## src/rtl/hbus_xfer_stm_if.sv

```systemverilog
// Command, write/read stream and HyperBus PHY-side signals of the transaction engine.
// slave: the engine itself; master: the arbiter/PHY side that talks to it.
interface hbus_xfer_stm_if #(
    parameter int DATA_W = 16,
    parameter int LEN_W  = 5
);
    logic              req_valid;
    logic              req_ready;
    logic              req_rw;
    logic              req_reg;
    logic [31:0]       req_addr;
    logic [LEN_W-1:0]  req_len;
    logic [DATA_W-1:0] wr_data;
    logic              wr_valid;
    logic              wr_ready;
    logic [DATA_W-1:0] rd_data;
    logic              rd_valid;
    logic              done;
    logic              err;
    logic              csn;
    logic              oe;
    logic              oe_clk;
    logic [DATA_W-1:0] dq_out;
    logic [DATA_W-1:0] dq_in;
    logic              rwds_in;
    logic              rwds_out;
    logic              rwds_oe;

    modport slave (
        input  req_valid, req_rw, req_reg, req_addr, req_len, wr_data, wr_valid, dq_in, rwds_in,
        output req_ready, wr_ready, rd_data, rd_valid, done, err,
               csn, oe, oe_clk, dq_out, rwds_out, rwds_oe
    );

    modport master (
        output req_valid, req_rw, req_reg, req_addr, req_len, wr_data, wr_valid, dq_in, rwds_in,
        input  req_ready, wr_ready, rd_data, rd_valid, done, err,
               csn, oe, oe_clk, dq_out, rwds_out, rwds_oe
    );
endinterface

```

## src/rtl/hbus_xfer_stm.sv

```systemverilog
// HyperBus transaction engine: memory/register read/write with CA build, 1x/2x latency,
// variable-length burst, completion and read-timeout reporting.
module hbus_xfer_stm #(
    parameter int DATA_W     = 16,
    parameter int BURST_MAX  = 16,
    parameter int LAT_CYC    = 6,
    parameter int RD_TIMEOUT = 64,
    parameter int LEN_W      = $clog2(BURST_MAX + 1)
) (
    input  logic            clk,
    input  logic            rst,
    hbus_xfer_stm_if.slave  bus
);
    localparam int MAX_A   = (2 * LAT_CYC > BURST_MAX) ? 2 * LAT_CYC : BURST_MAX;
    localparam int CNT_MAX = (MAX_A > RD_TIMEOUT) ? MAX_A : RD_TIMEOUT;
    localparam int CNT_W   = $clog2(CNT_MAX + 1);

    typedef enum logic [2:0] {S_IDLE, S_CA, S_LAT, S_WDATA, S_RDATA, S_DONE} state_t;

    state_t            state_q, state_d;
    logic [CNT_W-1:0]  cnt_q, cnt_d;
    logic [CNT_W-1:0]  tmo_q, tmo_d;
    logic              lat2x_q, lat2x_d;
    logic              rw_q, rw_d;
    logic              reg_q, reg_d;
    logic [LEN_W-1:0]  len_q, len_d;
    logic [31:0]       ca_lo_q, ca_lo_d;
    logic              req_ready_q, req_ready_d;
    logic              csn_q, csn_d;
    logic              oe_q, oe_d;
    logic              oe_clk_q, oe_clk_d;
    logic [DATA_W-1:0] dq_q, dq_d;
    logic              rwds_oe_q, rwds_oe_d;
    logic              wr_ready_q, wr_ready_d;
    logic [DATA_W-1:0] rd_data_q, rd_data_d;
    logic              rd_valid_q, rd_valid_d;
    logic              done_q, done_d;
    logic              err_q, err_d;

    logic [47:0]       ca_new;
    logic              len_bad;
    logic [CNT_W-1:0]  lat_last;
    logic [CNT_W-1:0]  len_last;

    assign ca_new   = {bus.req_rw, bus.req_reg, 1'b1, bus.req_addr[31:3], 13'd0, bus.req_addr[2:0]};
    assign len_bad  = (bus.req_len == '0) || (bus.req_len > LEN_W'(BURST_MAX));
    // LAT counts the remainder of the latency after the three CA cycles.
    assign lat_last = lat2x_q ? CNT_W'(2 * LAT_CYC - 4) : CNT_W'(LAT_CYC - 4);
    assign len_last = CNT_W'(len_q) - CNT_W'(1);

    always_comb begin
        state_d     = state_q;
        cnt_d       = cnt_q;
        tmo_d       = tmo_q;
        lat2x_d     = lat2x_q;
        rw_d        = rw_q;
        reg_d       = reg_q;
        len_d       = len_q;
        ca_lo_d     = ca_lo_q;
        req_ready_d = req_ready_q;
        csn_d       = csn_q;
        oe_d        = 1'b0;
        oe_clk_d    = oe_clk_q;
        dq_d        = '0;
        rwds_oe_d   = 1'b0;
        wr_ready_d  = 1'b0;
        rd_data_d   = rd_data_q;
        rd_valid_d  = 1'b0;
        done_d      = 1'b0;
        err_d       = 1'b0;
        case (state_q)
            S_IDLE: begin
                if (bus.req_valid) begin
                    rw_d        = bus.req_rw;
                    reg_d       = bus.req_reg;
                    len_d       = (bus.req_reg && !bus.req_rw) ? LEN_W'(1) : bus.req_len;
                    ca_lo_d     = ca_new[31:0];
                    req_ready_d = 1'b0;
                    cnt_d       = '0;
                    if (len_bad) begin
                        state_d = S_DONE;
                        done_d  = 1'b1;
                        err_d   = 1'b1;
                    end else begin
                        state_d  = S_CA;
                        csn_d    = 1'b0;
                        oe_clk_d = 1'b1;
                        oe_d     = 1'b1;
                        dq_d     = DATA_W'(ca_new[47:32]);
                    end
                end
            end
            S_CA: begin
                cnt_d = cnt_q + CNT_W'(1);
                if (cnt_q == '0) begin
                    lat2x_d = bus.rwds_in;
                end
                if (cnt_q == CNT_W'(2)) begin
                    cnt_d = '0;
                    // Register writes carry their single data word with zero latency.
                    if (reg_q && !rw_q) begin
                        state_d    = S_WDATA;
                        oe_d       = 1'b1;
                        wr_ready_d = 1'b1;
                    end else begin
                        state_d = S_LAT;
                    end
                end else begin
                    oe_d = 1'b1;
                    dq_d = (cnt_q == '0) ? DATA_W'(ca_lo_q[31:16]) : DATA_W'(ca_lo_q[15:0]);
                end
            end
            S_LAT: begin
                cnt_d = cnt_q + CNT_W'(1);
                if (cnt_q == lat_last) begin
                    cnt_d = '0;
                    tmo_d = '0;
                    if (rw_q) begin
                        state_d = S_RDATA;
                    end else begin
                        state_d    = S_WDATA;
                        oe_d       = 1'b1;
                        wr_ready_d = 1'b1;
                        rwds_oe_d  = !reg_q;
                    end
                end
            end
            S_WDATA: begin
                cnt_d = cnt_q + CNT_W'(1);
                if (cnt_q == len_last) begin
                    state_d = S_DONE;
                    done_d  = 1'b1;
                end else begin
                    oe_d       = 1'b1;
                    wr_ready_d = 1'b1;
                    rwds_oe_d  = !reg_q;
                end
            end
            S_RDATA: begin
                tmo_d = tmo_q + CNT_W'(1);
                if (bus.rwds_in) begin
                    rd_data_d  = bus.dq_in;
                    rd_valid_d = 1'b1;
                    cnt_d      = cnt_q + CNT_W'(1);
                end
                if (bus.rwds_in && (cnt_q == len_last)) begin
                    state_d = S_DONE;
                    done_d  = 1'b1;
                end else if (tmo_q == CNT_W'(RD_TIMEOUT - 1)) begin
                    state_d = S_DONE;
                    done_d  = 1'b1;
                    err_d   = 1'b1;
                end
            end
            S_DONE: begin
                // csn and CK enable are released leaving DONE, giving CS hold after the last word.
                state_d     = S_IDLE;
                csn_d       = 1'b1;
                oe_clk_d    = 1'b0;
                req_ready_d = 1'b1;
                cnt_d       = '0;
                tmo_d       = '0;
            end
            default: begin
                state_d = S_IDLE;
            end
        endcase
    end

    always_ff @(posedge clk) begin
        if (rst) begin
            state_q     <= S_IDLE;
            cnt_q       <= '0;
            tmo_q       <= '0;
            lat2x_q     <= 1'b0;
            rw_q        <= 1'b0;
            reg_q       <= 1'b0;
            len_q       <= '0;
            ca_lo_q     <= '0;
            req_ready_q <= 1'b1;
            csn_q       <= 1'b1;
            oe_q        <= 1'b0;
            oe_clk_q    <= 1'b0;
            dq_q        <= '0;
            rwds_oe_q   <= 1'b0;
            wr_ready_q  <= 1'b0;
            rd_data_q   <= '0;
            rd_valid_q  <= 1'b0;
            done_q      <= 1'b0;
            err_q       <= 1'b0;
        end else begin
            state_q     <= state_d;
            cnt_q       <= cnt_d;
            tmo_q       <= tmo_d;
            lat2x_q     <= lat2x_d;
            rw_q        <= rw_d;
            reg_q       <= reg_d;
            len_q       <= len_d;
            ca_lo_q     <= ca_lo_d;
            req_ready_q <= req_ready_d;
            csn_q       <= csn_d;
            oe_q        <= oe_d;
            oe_clk_q    <= oe_clk_d;
            dq_q        <= dq_d;
            rwds_oe_q   <= rwds_oe_d;
            wr_ready_q  <= wr_ready_d;
            rd_data_q   <= rd_data_d;
            rd_valid_q  <= rd_valid_d;
            done_q      <= done_d;
            err_q       <= err_d;
        end
    end

    // Write words stream straight through in the cycle they are offered; a missing word is masked.
    assign bus.dq_out    = (state_q == S_WDATA) ? (bus.wr_valid ? bus.wr_data : '0) : dq_q;
    assign bus.rwds_out  = (state_q == S_WDATA) && !bus.wr_valid;
    assign bus.req_ready = req_ready_q;
    assign bus.csn       = csn_q;
    assign bus.oe        = oe_q;
    assign bus.oe_clk    = oe_clk_q;
    assign bus.rwds_oe   = rwds_oe_q;
    assign bus.wr_ready  = wr_ready_q;
    assign bus.rd_data   = rd_data_q;
    assign bus.rd_valid  = rd_valid_q;
    assign bus.done      = done_q;
    assign bus.err       = err_q;
endmodule

```

## src/flat_wrapper.sv

```systemverilog
// flat-port wrapper written by rule: the top's interface ports become plain ports
module hbus_xfer_stm_flat 
#(
    parameter int DATA_W     = 16,
    parameter int BURST_MAX  = 16,
    parameter int LAT_CYC    = 6,
    parameter int RD_TIMEOUT = 64,
    parameter int LEN_W      = $clog2(BURST_MAX + 1)
)
  (clk, rst, bus_req_valid, bus_req_rw, bus_req_reg, bus_req_addr, bus_req_len, bus_wr_data, bus_wr_valid, bus_dq_in, bus_rwds_in, bus_req_ready, bus_wr_ready, bus_rd_data, bus_rd_valid, bus_done, bus_err, bus_csn, bus_oe, bus_oe_clk, bus_dq_out, bus_rwds_out, bus_rwds_oe);
  hbus_xfer_stm_if #(.DATA_W(DATA_W), .LEN_W(LEN_W)) bus_i ();
  input  logic clk;
  input  logic rst;
  input wire logic [$bits(bus_i.req_valid)-1:0] bus_req_valid;
  input wire logic [$bits(bus_i.req_rw)-1:0] bus_req_rw;
  input wire logic [$bits(bus_i.req_reg)-1:0] bus_req_reg;
  input wire logic [$bits(bus_i.req_addr)-1:0] bus_req_addr;
  input wire logic [$bits(bus_i.req_len)-1:0] bus_req_len;
  input wire logic [$bits(bus_i.wr_data)-1:0] bus_wr_data;
  input wire logic [$bits(bus_i.wr_valid)-1:0] bus_wr_valid;
  input wire logic [$bits(bus_i.dq_in)-1:0] bus_dq_in;
  input wire logic [$bits(bus_i.rwds_in)-1:0] bus_rwds_in;
  output wire logic [$bits(bus_i.req_ready)-1:0] bus_req_ready;
  output wire logic [$bits(bus_i.wr_ready)-1:0] bus_wr_ready;
  output wire logic [$bits(bus_i.rd_data)-1:0] bus_rd_data;
  output wire logic [$bits(bus_i.rd_valid)-1:0] bus_rd_valid;
  output wire logic [$bits(bus_i.done)-1:0] bus_done;
  output wire logic [$bits(bus_i.err)-1:0] bus_err;
  output wire logic [$bits(bus_i.csn)-1:0] bus_csn;
  output wire logic [$bits(bus_i.oe)-1:0] bus_oe;
  output wire logic [$bits(bus_i.oe_clk)-1:0] bus_oe_clk;
  output wire logic [$bits(bus_i.dq_out)-1:0] bus_dq_out;
  output wire logic [$bits(bus_i.rwds_out)-1:0] bus_rwds_out;
  output wire logic [$bits(bus_i.rwds_oe)-1:0] bus_rwds_oe;
  assign bus_i.req_valid = bus_req_valid;
  assign bus_i.req_rw = bus_req_rw;
  assign bus_i.req_reg = bus_req_reg;
  assign bus_i.req_addr = bus_req_addr;
  assign bus_i.req_len = bus_req_len;
  assign bus_i.wr_data = bus_wr_data;
  assign bus_i.wr_valid = bus_wr_valid;
  assign bus_i.dq_in = bus_dq_in;
  assign bus_i.rwds_in = bus_rwds_in;
  assign bus_req_ready = bus_i.req_ready;
  assign bus_wr_ready = bus_i.wr_ready;
  assign bus_rd_data = bus_i.rd_data;
  assign bus_rd_valid = bus_i.rd_valid;
  assign bus_done = bus_i.done;
  assign bus_err = bus_i.err;
  assign bus_csn = bus_i.csn;
  assign bus_oe = bus_i.oe;
  assign bus_oe_clk = bus_i.oe_clk;
  assign bus_dq_out = bus_i.dq_out;
  assign bus_rwds_out = bus_i.rwds_out;
  assign bus_rwds_oe = bus_i.rwds_oe;
  hbus_xfer_stm #(.DATA_W(DATA_W), .BURST_MAX(BURST_MAX), .LAT_CYC(LAT_CYC), .RD_TIMEOUT(RD_TIMEOUT), .LEN_W(LEN_W)) u_core (.clk(clk), .rst(rst), .bus(bus_i));
endmodule
```

## config.mk

```make
export PLATFORM = sky130hd
export DESIGN_NAME = hbus_xfer_stm_flat
export DESIGN_NICKNAME = d
export VERILOG_FILES = /design/src/rtl/hbus_xfer_stm_if.sv /design/src/rtl/hbus_xfer_stm.sv /design/src/flat_wrapper.sv
export SDC_FILE = /design/constraint.sdc
export NUM_CORES = 1
export LEC_CHECK = 0
export BUFFER_PORTS_ARGS = -buffer_cell sky130_fd_sc_hd__buf_4
export CAP_MARGIN = 40
export CORE_MARGIN = 5
export CORE_UTILIZATION = 46
export CTS_CLUSTER_SIZE = 28
export DETAILED_ROUTE_END_ITERATION = 10
export GPL_ROUTABILITY_DRIVEN = 1
export GPL_TIMING_DRIVEN = 0
export PLACE_DENSITY_LB_ADDON = 0.05
export SETUP_SLACK_MARGIN = 0.3
export SLEW_MARGIN = 30
export SYNTH_ARGS = -nofsm -noshare
export SYNTH_HDL_FRONTEND = slang
export SYNTH_SLANG_ARGS = --single-unit
```

## constraint.sdc

```tcl
create_clock -name clk -period 2.2 [get_ports clk]
set_input_delay 0.33 -clock clk [delete_from_list [all_inputs] [get_ports clk]]
set_output_delay 0.33 -clock clk [all_outputs]
set_load 0.02 [all_outputs]
```

Yosys cells after proc, flatten, opt, wreduce, memory -nomap -nowiden
Index checks and enable logic that the tools add are counted.
Operators by class
  div/mod/pow operators: 0
  bitwise logic cells: 1
  shift-type cells: 0
  eq/ne operators: 16
  mux-type cells: 57
  reductions and logical operators: 24
  add/subtract/negate cells: 3
  multipliers: 0
  $lt $le $gt $ge: 1
Operators with widths (number)
  $mux 16: 6
  $pmux 7 s6: 1
  $mux 7: 5
  $pmux 16 s2: 1
  $mux 1: 24
  $mux 3: 8
  $pmux 7 s3: 1
  $pmux 3 s5: 1
  $add 7x1->7 const B: 2
  $eq 7x7->1: 2
  $pmux 1 s2: 5
  $reduce_and 2->1: 5
  $eq 7x2->1 const B: 1
  $eq 7x6->1 const B: 1
  $logic_not 7->1: 1
  $eq 3x2->1 const B: 2
  $eq 3x3->1 const B: 2
  $ne 2x1->1 const B: 3
  $ne 2x2->1 const B: 3
  $pmux 1 s3: 2
  $reduce_and 3->1: 2
  $reduce_bool 6->1: 1
  $sub 5x1->6 const B: 1
  $gt 5x5->1 const B: 1
  other kinds (15): 21
Word-level totals
  memories: 0
  bits in latches: 0
  ROM bits: 0
  RAM bits: 0
  flip-flop bits (word level): 85
  output and inout bits: 42

Longest topological paths before layout
Gate-level depths: netlist of the first run.
  depth in word-level cells: 5
  mapped depth: 8
  depth with buffers taken out: 8

Worst setup path after synthesis of the first run
No wires, ideal clock.
  kind: reg2reg
  start point: register u_core.cnt_q[6]
  end point: register u_core.wr_ready_q (netlist: u_core.bus.wr_ready)
  setup time: 0.103 ns
  stages on the path, launching flop included: 7
  slack: 0.124 ns
  arrival time: 1.973 ns
  data required time: 2.097 ns
  cell sequence: dfxtp_1 -> or4_4 -> a211o_1 -> or3_4 -> nor2_2 -> nor2_1 -> a2111oi_2
On the way
  word-level cells in the longest chain between the ends: 3
  elaborated cells between the ends (all ways): 7
Ends and longest elaborated chain
  start, declared: line hbus_xfer_stm.sv:21  | logic [CNT_W-1:0] cnt_q, cnt_d;
  start signal, assigned: line hbus_xfer_stm.sv:193  | cnt_q <= cnt_d;
  $eq 7x7->1, or another cell as far along: line hbus_xfer_stm.sv:130  | if (cnt_q == len_last) begin
  $mux 1 (on tied branches): line hbus_xfer_stm.sv:130, hbus_xfer_stm.sv:98, hbus_xfer_stm.sv:115
  $pmux 1 s3 *: line hbus_xfer_stm.sv:71  | case (state_q)
  end signal, assigned: line hbus_xfer_stm.sv:206  | wr_ready_q <= wr_ready_d;
  end, declared: line hbus_xfer_stm.sv:34  | logic wr_ready_q, wr_ready_d;
Mark *: on every way between the ends. The rest lies on a longest branch, timed or not.
A chain may end at the register's enable or synchronous reset.

Final worst setup path of the first run
  start point: register u_core.cnt_q[6]
  end point: register u_core.oe_q (netlist: u_core.bus.oe)
On the way
  word-level cells in the longest chain between the ends: 3
  elaborated cells between the ends (all ways): 7
Ends and longest elaborated chain
  $eq 7x7->1, or another cell as far along: line hbus_xfer_stm.sv:130
  $mux 1 (on tied branches): line hbus_xfer_stm.sv:130, hbus_xfer_stm.sv:98, hbus_xfer_stm.sv:115
  $pmux 1 s4 *: line hbus_xfer_stm.sv:71
  end signal, assigned: line hbus_xfer_stm.sv:182  | oe_q <= 1'b0;
  end signal, assigned: line hbus_xfer_stm.sv:202  | oe_q <= oe_d;
  end, declared: line hbus_xfer_stm.sv:30  | logic oe_q, oe_d;
Marked as above.

==> results of run 1 <==
## logic make-up after synthesis
family	count (synthesis)	share of synthesized area, %
xor+xnor	17	3.95
flops	85	45.2
buf+inv	36	3.62
simple gates	226	27.1
fa+ha+maj	5	1.66
mux	4	1.16
compound gates	108	17.3
## cells in the final DEF (no fill, tap or decap), types with 10 or more instances in the layout
cell type and count:
a21oi_1 48, a22oi_2 12, buf_4 125, buf_6 20, clkbuf_1 10, dfxtp_1 76
nand2_1 104, nand2_4 18, nor2_1 34, o21ai_4 13
## how the worst max path moves through the flow
| stage | slack [ns] | cells past startpoint | startpoint | endpoint |
|---|---|---|---|---|
| after floorplan | 0.12 | 6 | u_core.state_q[1]$_SDFFE_PP0P_ | bus_dq_out[8] |
| after global placement | -0.12 | 7 | bus_req_len[1] | u_core.dq_q[6]$_SDFF_PP0_ |
| after detailed placement | -0.15 | 7 | bus_req_len[1] | u_core.dq_q[5]$_SDFF_PP0_ |
| after CTS | -0.03 | 6 | u_core.cnt_q[2]$_SDFFE_PP0P_ | u_core.bus.wr_ready$_SDFF_PP0_ |
| after global routing | -0.15 | 7 | u_core.state_q[2]$_SDFFE_PP0P_ | u_core.cnt_q[6]$_SDFFE_PP0P_ |
| final | -0.04 | 6 | u_core.cnt_q[6]$_SDFFE_PP0P_ | u_core.bus.oe$_SDFF_PP0_ |
## per-stage QoR
step           instance area [um2]  hold slack, ns  power [mW]  std cells  setup TNS [ns]
4_1_cts                       5720           0.193        5.10        740         -0.0587
3_3_place_gp                  4780           0.437        3.43        702           -1.56
3_5_place_dp                  4780           0.443        3.46        702           -2.65
6_report                      6060           0.204        5.40        751          -0.117
5_1_grt                       6060           0.205        5.68        751          -0.859
2_1_floorplan                 3780           0.425        2.93        481               0
## power groups by stage
stage	sequential, mW	combinational (mW)	clock (mW)
after global placement	1.90	1.52	0
after global routing	1.95	2.42	1.31
after CTS	1.90	1.96	1.25
after detailed placement	1.91	1.55	0
final	1.92	2.25	1.23
after floorplan	1.93	1.00	0
## area by class of cell
cell class              count  area, um2
inverters                   6       22.5
fillers                   592       2030
flip-flops and latches     85       1720
clock buffers               9        124
repair buffers            149       1250
well taps                 105        131
plain buffers              30        248
clock inverters             7       98.8
multi-input cells         360       2470
## sequential cells by signal, indices dropped and copies added, names as in the netlist, 3 cells and up
signal	count
u_core.len_q	5
u_core.dq_q	16
u_core.bus.rd_data	16
u_core.cnt_q	7
u_core.tmo_q	7
u_core.ca_lo_q	19
u_core.state_q	3
## worst register-to-register path, delay by kind of cell (launching register included)
kind | cells | cell delay [ns]
AOI/OAI and AO/OA | 2 | 0.61
and+or+nand+nor | 4 | 1.18
DFF | 1 | 0.35
## per-layer routing
layer,vias up,track usage (%)
met1,1857,28.3
li1,1958,-
met3,35,5.67
met5,-,0
met4,0,11.0
met2,184,38.4
## repair_timing
action | CTS | global route
setup endpoints to repair | 94 | 94
gates resized for setup | 139 | 66
setup buffers | 17 | 11
gates cloned | 5 | 0
pin swaps | 34 | 31
## cells in the mapped netlist, types with 2 or more instances
library cell and number:
nor3_1 6, and4_1 2, nor2b_1 5, and3_1 4, a21oi_1 50, clkbuf_1 25, inv_1 6, dfxtp_1 85
mux2_2 3, nor2_1 45, nand2_1 124, a211oi_1 3, a31oi_1 4, ha_1 5, and2_1 2, buf_1 4
o21bai_1 2, xor2_1 8, or3_1 3, o22ai_1 2, nand3_1 7, a21o_1 2, a22oi_1 16, o21ai_0 18
nand2b_1 7, nor4_1 6, xnor2_1 9, nand4_1 3, nand3b_1 2, or2_2 2
==> impl_metrics.py, run 1 <==
metrics = {
    "run_status": {
        "outcome": "finished with violations",
        "violations": "negative setup slack",
    },
    "grt": {
        "grt_max_degree": 16,
        "grt_pass1_wl_um": 18600,
        "globalRouteOverflowTotal": 0,
        "grt_pass1_vias": 3920,
        "track_usage_pct": 23.2,
        "antenna_found_initial": 0,
    },
    "synth": {
        "synth_seq_area_share_pct": 45.2,
        "netlist_area_um2": 3770,
        "syn-instance-count": 481,
        "netlist_top_cells_area": "dfxtp_1, nand2_1, a21oi_1",
        "yosysTopAreaCell": "dfxtp_1",
        "async_reset_ff_share_pct": 0,
        "synth_cell_types": 51,
        "ys.flop_type": "dfxtp_1",
        "ys_ff_latch": 85,
        "syn_area_per_cell_um2": 7.83,
        "yosys_warnings": 0,
        "synth_top_cell_area_share_pct": 45.2,
        "syn_nets": 562,
        "synth_enable_flop_cells": 0,
    },
    "layout": {
        "drive_gt1_share_pct": 42.7,
        "num_antenna_cells": 0,
        "finalNetCount": 722,
        "final_util_pct": 74.9,
        "area_growth_pct": 60.9,
    },
    "setup_path": {
        "path_class": "reg2reg",
        "crit_fanout": 4,
        "end_kind": "flop",
        "cp_top_family": "simple AND/OR/NAND/NOR gates",
        "cpPeakStageDelay_ns": 0.56,
        "start_kind": "flop",
        "crit_path_cell_trace": "or4_4 -> a211o_1 -> or3_4 -> nor2_4 -> nor2_2 -> a211oi_1",
        "r2r-start": "u_core.cnt_q[6]$_SDFFE_PP0P_",
        "worstReg2RegEnd": "u_core.bus.oe$_SDFF_PP0_",
        "r2r_setup_slack_ns": -0.04,
        "crit_required_ns": 2.45,
        "worstPathArrival_ns": 2.49,
        "crit_path_top_delay_cell": "or4_4",
        "crit_buf_inv": 0,
        "r2r_cells": 6,
    },
    "hold_path": {
        "min_path_cells": 3,
        "hp-class": "in2reg",
        "holdPathEnd": "u_core.bus.rd_data[13]$_SDFFE_PP0P_",
        "hp-start": "bus_dq_in[13]",
    },
    "drt": {
        "drtIter0Drc": 234,
        "routed.top_layer": "met4",
        "wl_met2_um": 6370,
        "drcViolationCount": 0,
        "dr.pass1.iters": 5,
        "wire_per_inst_um": 16.8,
        "dr_wl_met3_um": 933,
        "wl_met1_um": 4950,
        "vias": 4034,
        "wl_um": 12600,
        "ant_nets": 0,
        "vias_per_cell": 5.37,
    },
    "sta": {
        "hold_viol": 0,
        "setup_violations": 5,
        "post-route-period-util_pct": 102,
        "grt_setup_unrepaired": "yes",
        "tightest_slew_ns": 0.620,
        "clock_skew_ns": 0.00852,
        "final_max_slew_viol_count": 0,
        "setup_ws_ns": -0.0358,
        "finalCriticalPeriod_ns": 2.24,
        "timing.fmax_ghz": 0.447,
        "relSlewSlack_pct": 58.3,
    },
    "power": {
        "p_seq_share_pct": 35.5,
        "p_clk_share_pct": 22.7,
        "combPwrFrac_pct": 41.8,
        "p_sw_mw": 1.97,
        "p_int_mw": 3.43,
        "p_leak_nw": 2.45,
        "swShare_pct": 36.5,
        "power_density_nw_per_um2": 891,
        "peakVddDrop_mv": 0.431,
    },
    "cts": {
        "cts_root_buf": "clkbuf_8",
        "worstSkewPairLatency_ns": 0.35,
        "cts-buffers-inserted": 9,
        "clock_sinks": 85,
        "cts_hold_buf": 0,
        "clockBufferDepth": 2,
        "htreeDepth": 3,
        "clkTransAtPathRegs_ns": 0.09,
        "cts_tree": "done",
    },
    "floorplan": {
        "core_um2": 8090,
        "fp.dieW_um": 100,
        "start_util_pct": 46.5,
        "ios": 118,
        "fp-row-count": 33,
        "die_area_um2": 10100,
        "fp.dieH_um": 100,
    },
    "placed_design": {
        "io_buffers": 116,
        "post-place-ws_ns": -0.153,
        "hpwl_um": 7850,
        "finalWeightedCongestion": 0.857,
    },
    "run": {
        "maxCapViolations": 0,
    },
}
Power figures use the tool's default switching activity.
==> run 2: changes to the inputs <==
Settings changed: CAP_MARGIN 40 to default, CORE_UTILIZATION 46 to 45.
==> impl_metrics.py, run 2 (synthesis results as in run 1) <==
metrics = {
    "setup_path": {
        "crit_required_ns": 2.42,
        "start_kind": "flop",
        "cpPeakStageDelay_ns": 0.55,
        "crit_path_top_delay_cell": "or4_4",
        "path_class": "reg2reg",
        "cp_top_family": "compound AO/OA/AOI/OAI gates",
        "worstPathArrival_ns": 2.47,
        "crit_buf_inv": 1,
        "crit_fanout": 3,
        "crit_path_cell_trace": "or4_4 -> a211o_4 -> buf_6 -> a311o_1 -> a211oi_1 -> o32ai_1",
        "end_kind": "flop",
    },
    "cts": {
        "cts-buffers-inserted": 9,
        "cts_tree": "done",
        "clkTransAtPathRegs_ns": 0.09,
        "cts_root_buf": "clkbuf_8",
        "worstSkewPairLatency_ns": 0.36,
        "htreeDepth": 3,
        "clock_sinks": 85,
        "clockBufferDepth": 2,
    },
    "floorplan": {
        "fp-row-count": 33,
        "fp.dieW_um": 101,
        "core_um2": 8180,
        "fp.dieH_um": 101,
        "ios": 118,
        "die_area_um2": 10300,
        "start_util_pct": 46.1,
    },
    "layout": {
        "stdcell_count": 753,
        "final_util_pct": 74.7,
        "finalNetCount": 724,
        "area_growth_pct": 62.1,
        "top_register": "u_core.ca_lo_q",
        "fillCellCount": 611,
        "largest_register_ffs": 19,
        "layout_common_cells": "buf_4, nand2_1, dfxtp_1",
        "drive_gt1_share_pct": 44.3,
        "final_common_cell": "buf_4",
        "num_antenna_cells": 0,
    },
    "sta": {
        "final_max_slew_viol_count": 0,
        "post-route-period-util_pct": 102,
        "hold_viol": 0,
        "finalCriticalPeriod_ns": 2.24,
        "setup_ws_ns": -0.0413,
        "clock_skew_ns": 0.0116,
        "timing.fmax_ghz": 0.446,
        "relSlewSlack_pct": 56.0,
        "grt_setup_unrepaired": "yes",
        "setup_violations": 2,
        "tightest_slew_ns": 0.661,
    },
    "grt": {
        "grt_max_degree": 15,
        "grt.met2_usage_pct": 34.3,
        "grt_pass1_vias": 3697,
        "antenna_found_initial": 0,
        "grt_use_met3_pct": 6.68,
        "grt_pass1_wl_um": 17600,
        "globalRouteOverflowTotal": 0,
        "met1_usage_pct": 27.9,
        "top_usage_layer": "met2",
        "track_usage_pct": 21.4,
    },
    "power": {
        "power_density_nw_per_um2": 870,
        "power_mw": 5.31,
        "peakVddDrop_mv": 0.473,
        "p_leak_nw": 2.47,
    },
    "drt": {
        "vias": 3948,
        "wire_per_inst_um": 16.4,
        "drcViolationCount": 0,
        "wl_um": 12300,
        "vias_per_cell": 5.24,
        "ant_nets": 0,
        "drtIter0Drc": 156,
        "dr.pass1.iters": 5,
    },
    "placed_design": {
        "dp.cells": 702,
        "io_buffers": 116,
        "finalWeightedCongestion": 0.914,
        "hpwl_um": 7890,
    },
    "run_status": {
        "violations": "negative setup slack",
        "outcome": "finished with violations",
    },
    "hold_path": {
        "hp-class": "in2reg",
    },
    "run": {
        "maxCapViolations": 0,
    },
}
-- run 2: cell types whose count changed in the layout (fill, tap and decap cells not counted), moves of 3 or more --
cell	delta
clkbuf_4	-4
nand2_2	+3
nand2_4	-6
buf_4	-3
buf_6	+4
-- run 2: per-layer routing --
metal,vias up,share of wire (%)
met4,0,1.6
met3,20,7.9
li1,1957,-
met1,1822,42
met5,-,0
met2,149,48
-- run 2: timing repair --
| action | CTS | global route |
|---|---|---|
| gates resized for setup | 101 | 111 |
| pin swaps | 25 | 47 |
| buffers inserted | 13 | 17 |
| setup endpoints to repair | 95 | 86 |
| hold buffers | 0 | 0 |
| cloned | 1 | 4 |
-- run 2: report_power, final --
part | leakage, nW | switching, mW | internal [mW]
sequential | 0.697 | 0.170 | 1.75
combinational | 1.67 | 1.23 | 1.04
clock | 0.0995 | 0.568 | 0.558
-- run 2: tightest hold or removal path, stage by stage --
cell	delay (ns)
buf_4	0.11
nand2_1	0.04
a21oi_1	0.05
-- run 2: worst paths after layout --
| check | start | endpoint | slack, ns | cells after the start |
|---|---|---|---|---|
| max reg2reg | u_core.cnt_q[2]$_SDFFE_PP0P_ | u_core.state_q[1]$_SDFFE_PP0P_ | -0.04 | 6 |
| min reg2reg | u_core.ca_lo_q[1]$_SDFFE_PP0P_ | u_core.ca_lo_q[1]$_SDFFE_PP0P_ | 0.46 | 2 |
| min | bus_dq_in[9] | u_core.bus.rd_data[9]$_SDFFE_PP0P_ | 0.20 | 3 |
| max | u_core.cnt_q[2]$_SDFFE_PP0P_ | u_core.state_q[1]$_SDFFE_PP0P_ | -0.04 | 6 |
-- run 2: through the flow --
stage | setup TNS [ns] | hold slack, ns | instance area [um2] | setup slack (ns)
after global routing | -0.279 | 0.203 | 6100 | -0.120
after detailed placement | -3.11 | 0.448 | 4780 | -0.182
final | -0.0778 | 0.203 | 6100 | -0.0413
after floorplan | 0 | 0.425 | 3780 | 0.124
after global placement | -3.19 | 0.435 | 4780 | -0.182
after CTS | -0.00653 | 0.205 | 5460 | -0.00417
-- run 2: layout make-up --
type | instances | area, um2 | share of cell area [%]
Buffer | 30 | 243 | 3.98
Clock buffer | 11 | 141 | 2.32
Clock inverter | 5 | 60.1 | 0.984
Inverter | 6 | 22.5 | 0.369
Multi-Input combinational cell | 360 | 2500 | 40.9
Sequential cell | 85 | 1720 | 28.2
Tap cell | 105 | 131 | 2.15
Timing Repair Buffer | 151 | 1290 | 21.1
==> run 3: changes to the inputs <==
Settings changed: MAX_ROUTING_LAYER from default to met4.
==> impl_metrics.py, run 3 (synthesis results as in run 1) <==
metrics = {
    "power": {
        "power_mw": 5.28,
        "power_density_nw_per_um2": 890,
        "peakVddDrop_mv": 0.384,
        "p_leak_nw": 2.40,
    },
    "setup_path": {
        "worstReg2RegEnd": "u_core.bus.rwds_oe$_SDFF_PP0_",
        "crit_buf_inv": 0,
        "r2r-start": "u_core.cnt_q[6]$_SDFFE_PP0P_",
        "r2r_setup_slack_ns": -0.001,
        "end_kind": "flop",
        "cpPeakStageDelay_ns": 0.57,
        "r2r_cells": 6,
        "path_class": "reg2reg",
        "cp_num_cells": 6,
        "crit_required_ns": 2.45,
        "crit_path_cell_trace": "or4_4 -> a211o_4 -> or3_4 -> nor2_4 -> nor2_2 -> nor4_2",
        "crit_path_top_delay_cell": "or4_4",
        "crit_fanout": 4,
        "cp_top_family": "simple AND/OR/NAND/NOR gates",
        "start_kind": "flop",
        "crit_end": "u_core.bus.rwds_oe$_SDFF_PP0_",
        "cp-startpoint": "u_core.cnt_q[6]$_SDFFE_PP0P_",
        "worstPathArrival_ns": 2.45,
    },
    "cts": {
        "cts_root_buf": "clkbuf_8",
        "cts-buffers-inserted": 9,
        "cts_hold_buf": 0,
        "worstSkewPairLatency_ns": 0.35,
        "clockBufferDepth": 2,
        "cts_tree": "done",
        "clkTransAtPathRegs_ns": 0.09,
        "htreeDepth": 3,
        "clock_sinks": 85,
    },
    "sta": {
        "relSlewSlack_pct": 56.9,
        "post-route-period-util_pct": 100,
        "setup_ws_ns": -0.00132,
        "grt_setup_unrepaired": "yes",
        "clock_skew_ns": 0.0137,
        "timing.fmax_ghz": 0.454,
        "setup_violations": 1,
        "hold_viol": 0,
        "tightest_slew_ns": 0.646,
        "worst_hold_slack_ns": 0.215,
        "final_max_slew_viol_count": 0,
        "finalCriticalPeriod_ns": 2.20,
        "setup_tns_ns": -0.00132,
    },
    "grt": {
        "grt_max_degree": 15,
        "globalRouteOverflowTotal": 0,
        "grt_pass1_wl_um": 17700,
        "antenna_found_initial": 0,
        "track_usage_pct": 22.3,
        "grt_pass1_vias": 3686,
    },
    "layout": {
        "final_util_pct": 72.6,
        "fillCellCount": 626,
        "top_register": "u_core.ca_lo_q",
        "final_common_cell": "buf_4",
        "largest_register_ffs": 19,
        "area_growth_pct": 57.7,
        "layout_common_cells": "buf_4, nand2_1, dfxtp_1",
        "finalNetCount": 715,
        "num_antenna_cells": 0,
        "drive_gt1_share_pct": 41.3,
        "stdcell_count": 744,
        "design_area_um2": 5940,
    },
    "drt": {
        "wire_per_inst_um": 16.0,
        "dr.pass1.iters": 4,
        "vias": 3884,
        "ant_nets": 0,
        "drcViolationCount": 0,
        "drtIter0Drc": 259,
        "vias_per_cell": 5.22,
        "wl_um": 11900,
    },
    "floorplan": {
        "die_area_um2": 10300,
        "core_um2": 8180,
        "fp-row-count": 33,
        "fp.dieW_um": 101,
        "fp.dieH_um": 101,
        "ios": 118,
        "start_util_pct": 46.1,
    },
    "run": {
        "maxCapViolations": 0,
    },
    "placed_design": {
        "place_area_um2": 4780,
        "finalWeightedCongestion": 0.925,
        "io_buffers": 116,
        "post-place-ws_ns": -0.198,
        "dp.cells": 702,
        "hpwl_um": 7920,
    },
    "run_status": {
        "violations": "negative setup slack",
        "outcome": "finished with violations",
    },
    "hold_path": {
        "hp-class": "in2reg",
    },
}
==> run 3: worst register-to-register path: cells and delay by family, from the launching register on <==
family | cells | cell delay, ns
flops | 1 | 0.33
compound gates | 1 | 0.36
simple gates | 5 | 1.41
==> run 3: repair_timing <==
| action | 4_1_cts | 5_1_grt |
|---|---|---|
| pin swaps | 25 | 31 |
| cloned | 1 | 4 |
| endpoints found under the setup margin | 94 | 94 |
| gates resized for setup | 133 | 61 |
| hold endpoints to repair | 0 | 0 |
| setup buffers | 14 | 7 |
==> run 3: final cells by class <==
type,instances,area (um2),area share [%]
inverters,6,22.5,0.379
clock inverters,5,85.1,1.43
plain buffers,30,249,4.19
multi-input cells,360,2410,40.7
repair buffers,142,1190,20.0
clock buffers,11,131,2.21
flip-flops and latches,85,1720,28.9
well taps,105,131,2.21
==> run 3: how the worst min path moves through the flow <==
stage / startpoint / end / slack, ns / cells past startpoint
2_1_floorplan: u_core.reg_q$_SDFFE_PP0P_ / u_core.bus.rwds_oe$_SDFF_PP0_ / 0.42 / 1
3_3_place_gp: u_core.bus.req_ready$_SDFFE_PP1P_ / u_core.bus.req_ready$_SDFFE_PP1P_ / 0.44 / 2
3_5_place_dp: u_core.ca_lo_q[30]$_SDFFE_PP0P_ / u_core.ca_lo_q[30]$_SDFFE_PP0P_ / 0.45 / 2
4_1_cts: bus_dq_in[10] / u_core.bus.rd_data[10]$_SDFFE_PP0P_ / 0.22 / 3
5_1_grt: bus_req_addr[30] / u_core.dq_q[11]$_SDFF_PP0_ / 0.21 / 3
6_report: bus_dq_in[9] / u_core.bus.rd_data[9]$_SDFFE_PP0P_ / 0.21 / 3
==> run 3: layer usage <==
metal,wire (um),global-route usage (%),part of all wire (%)
met4,233,8.49,2.0
met5,0,-,0
met2,5640,35.0,47
met3,785,3.99,6.6
met1,5280,28.5,44
==> run 3: report_power, final <==
part	internal [mW]	total, mW	switching [mW]
combinational	0.996	2.15	1.16
sequential	1.75	1.92	0.174
clock	0.645	1.21	0.563
total	3.39	5.28	1.89
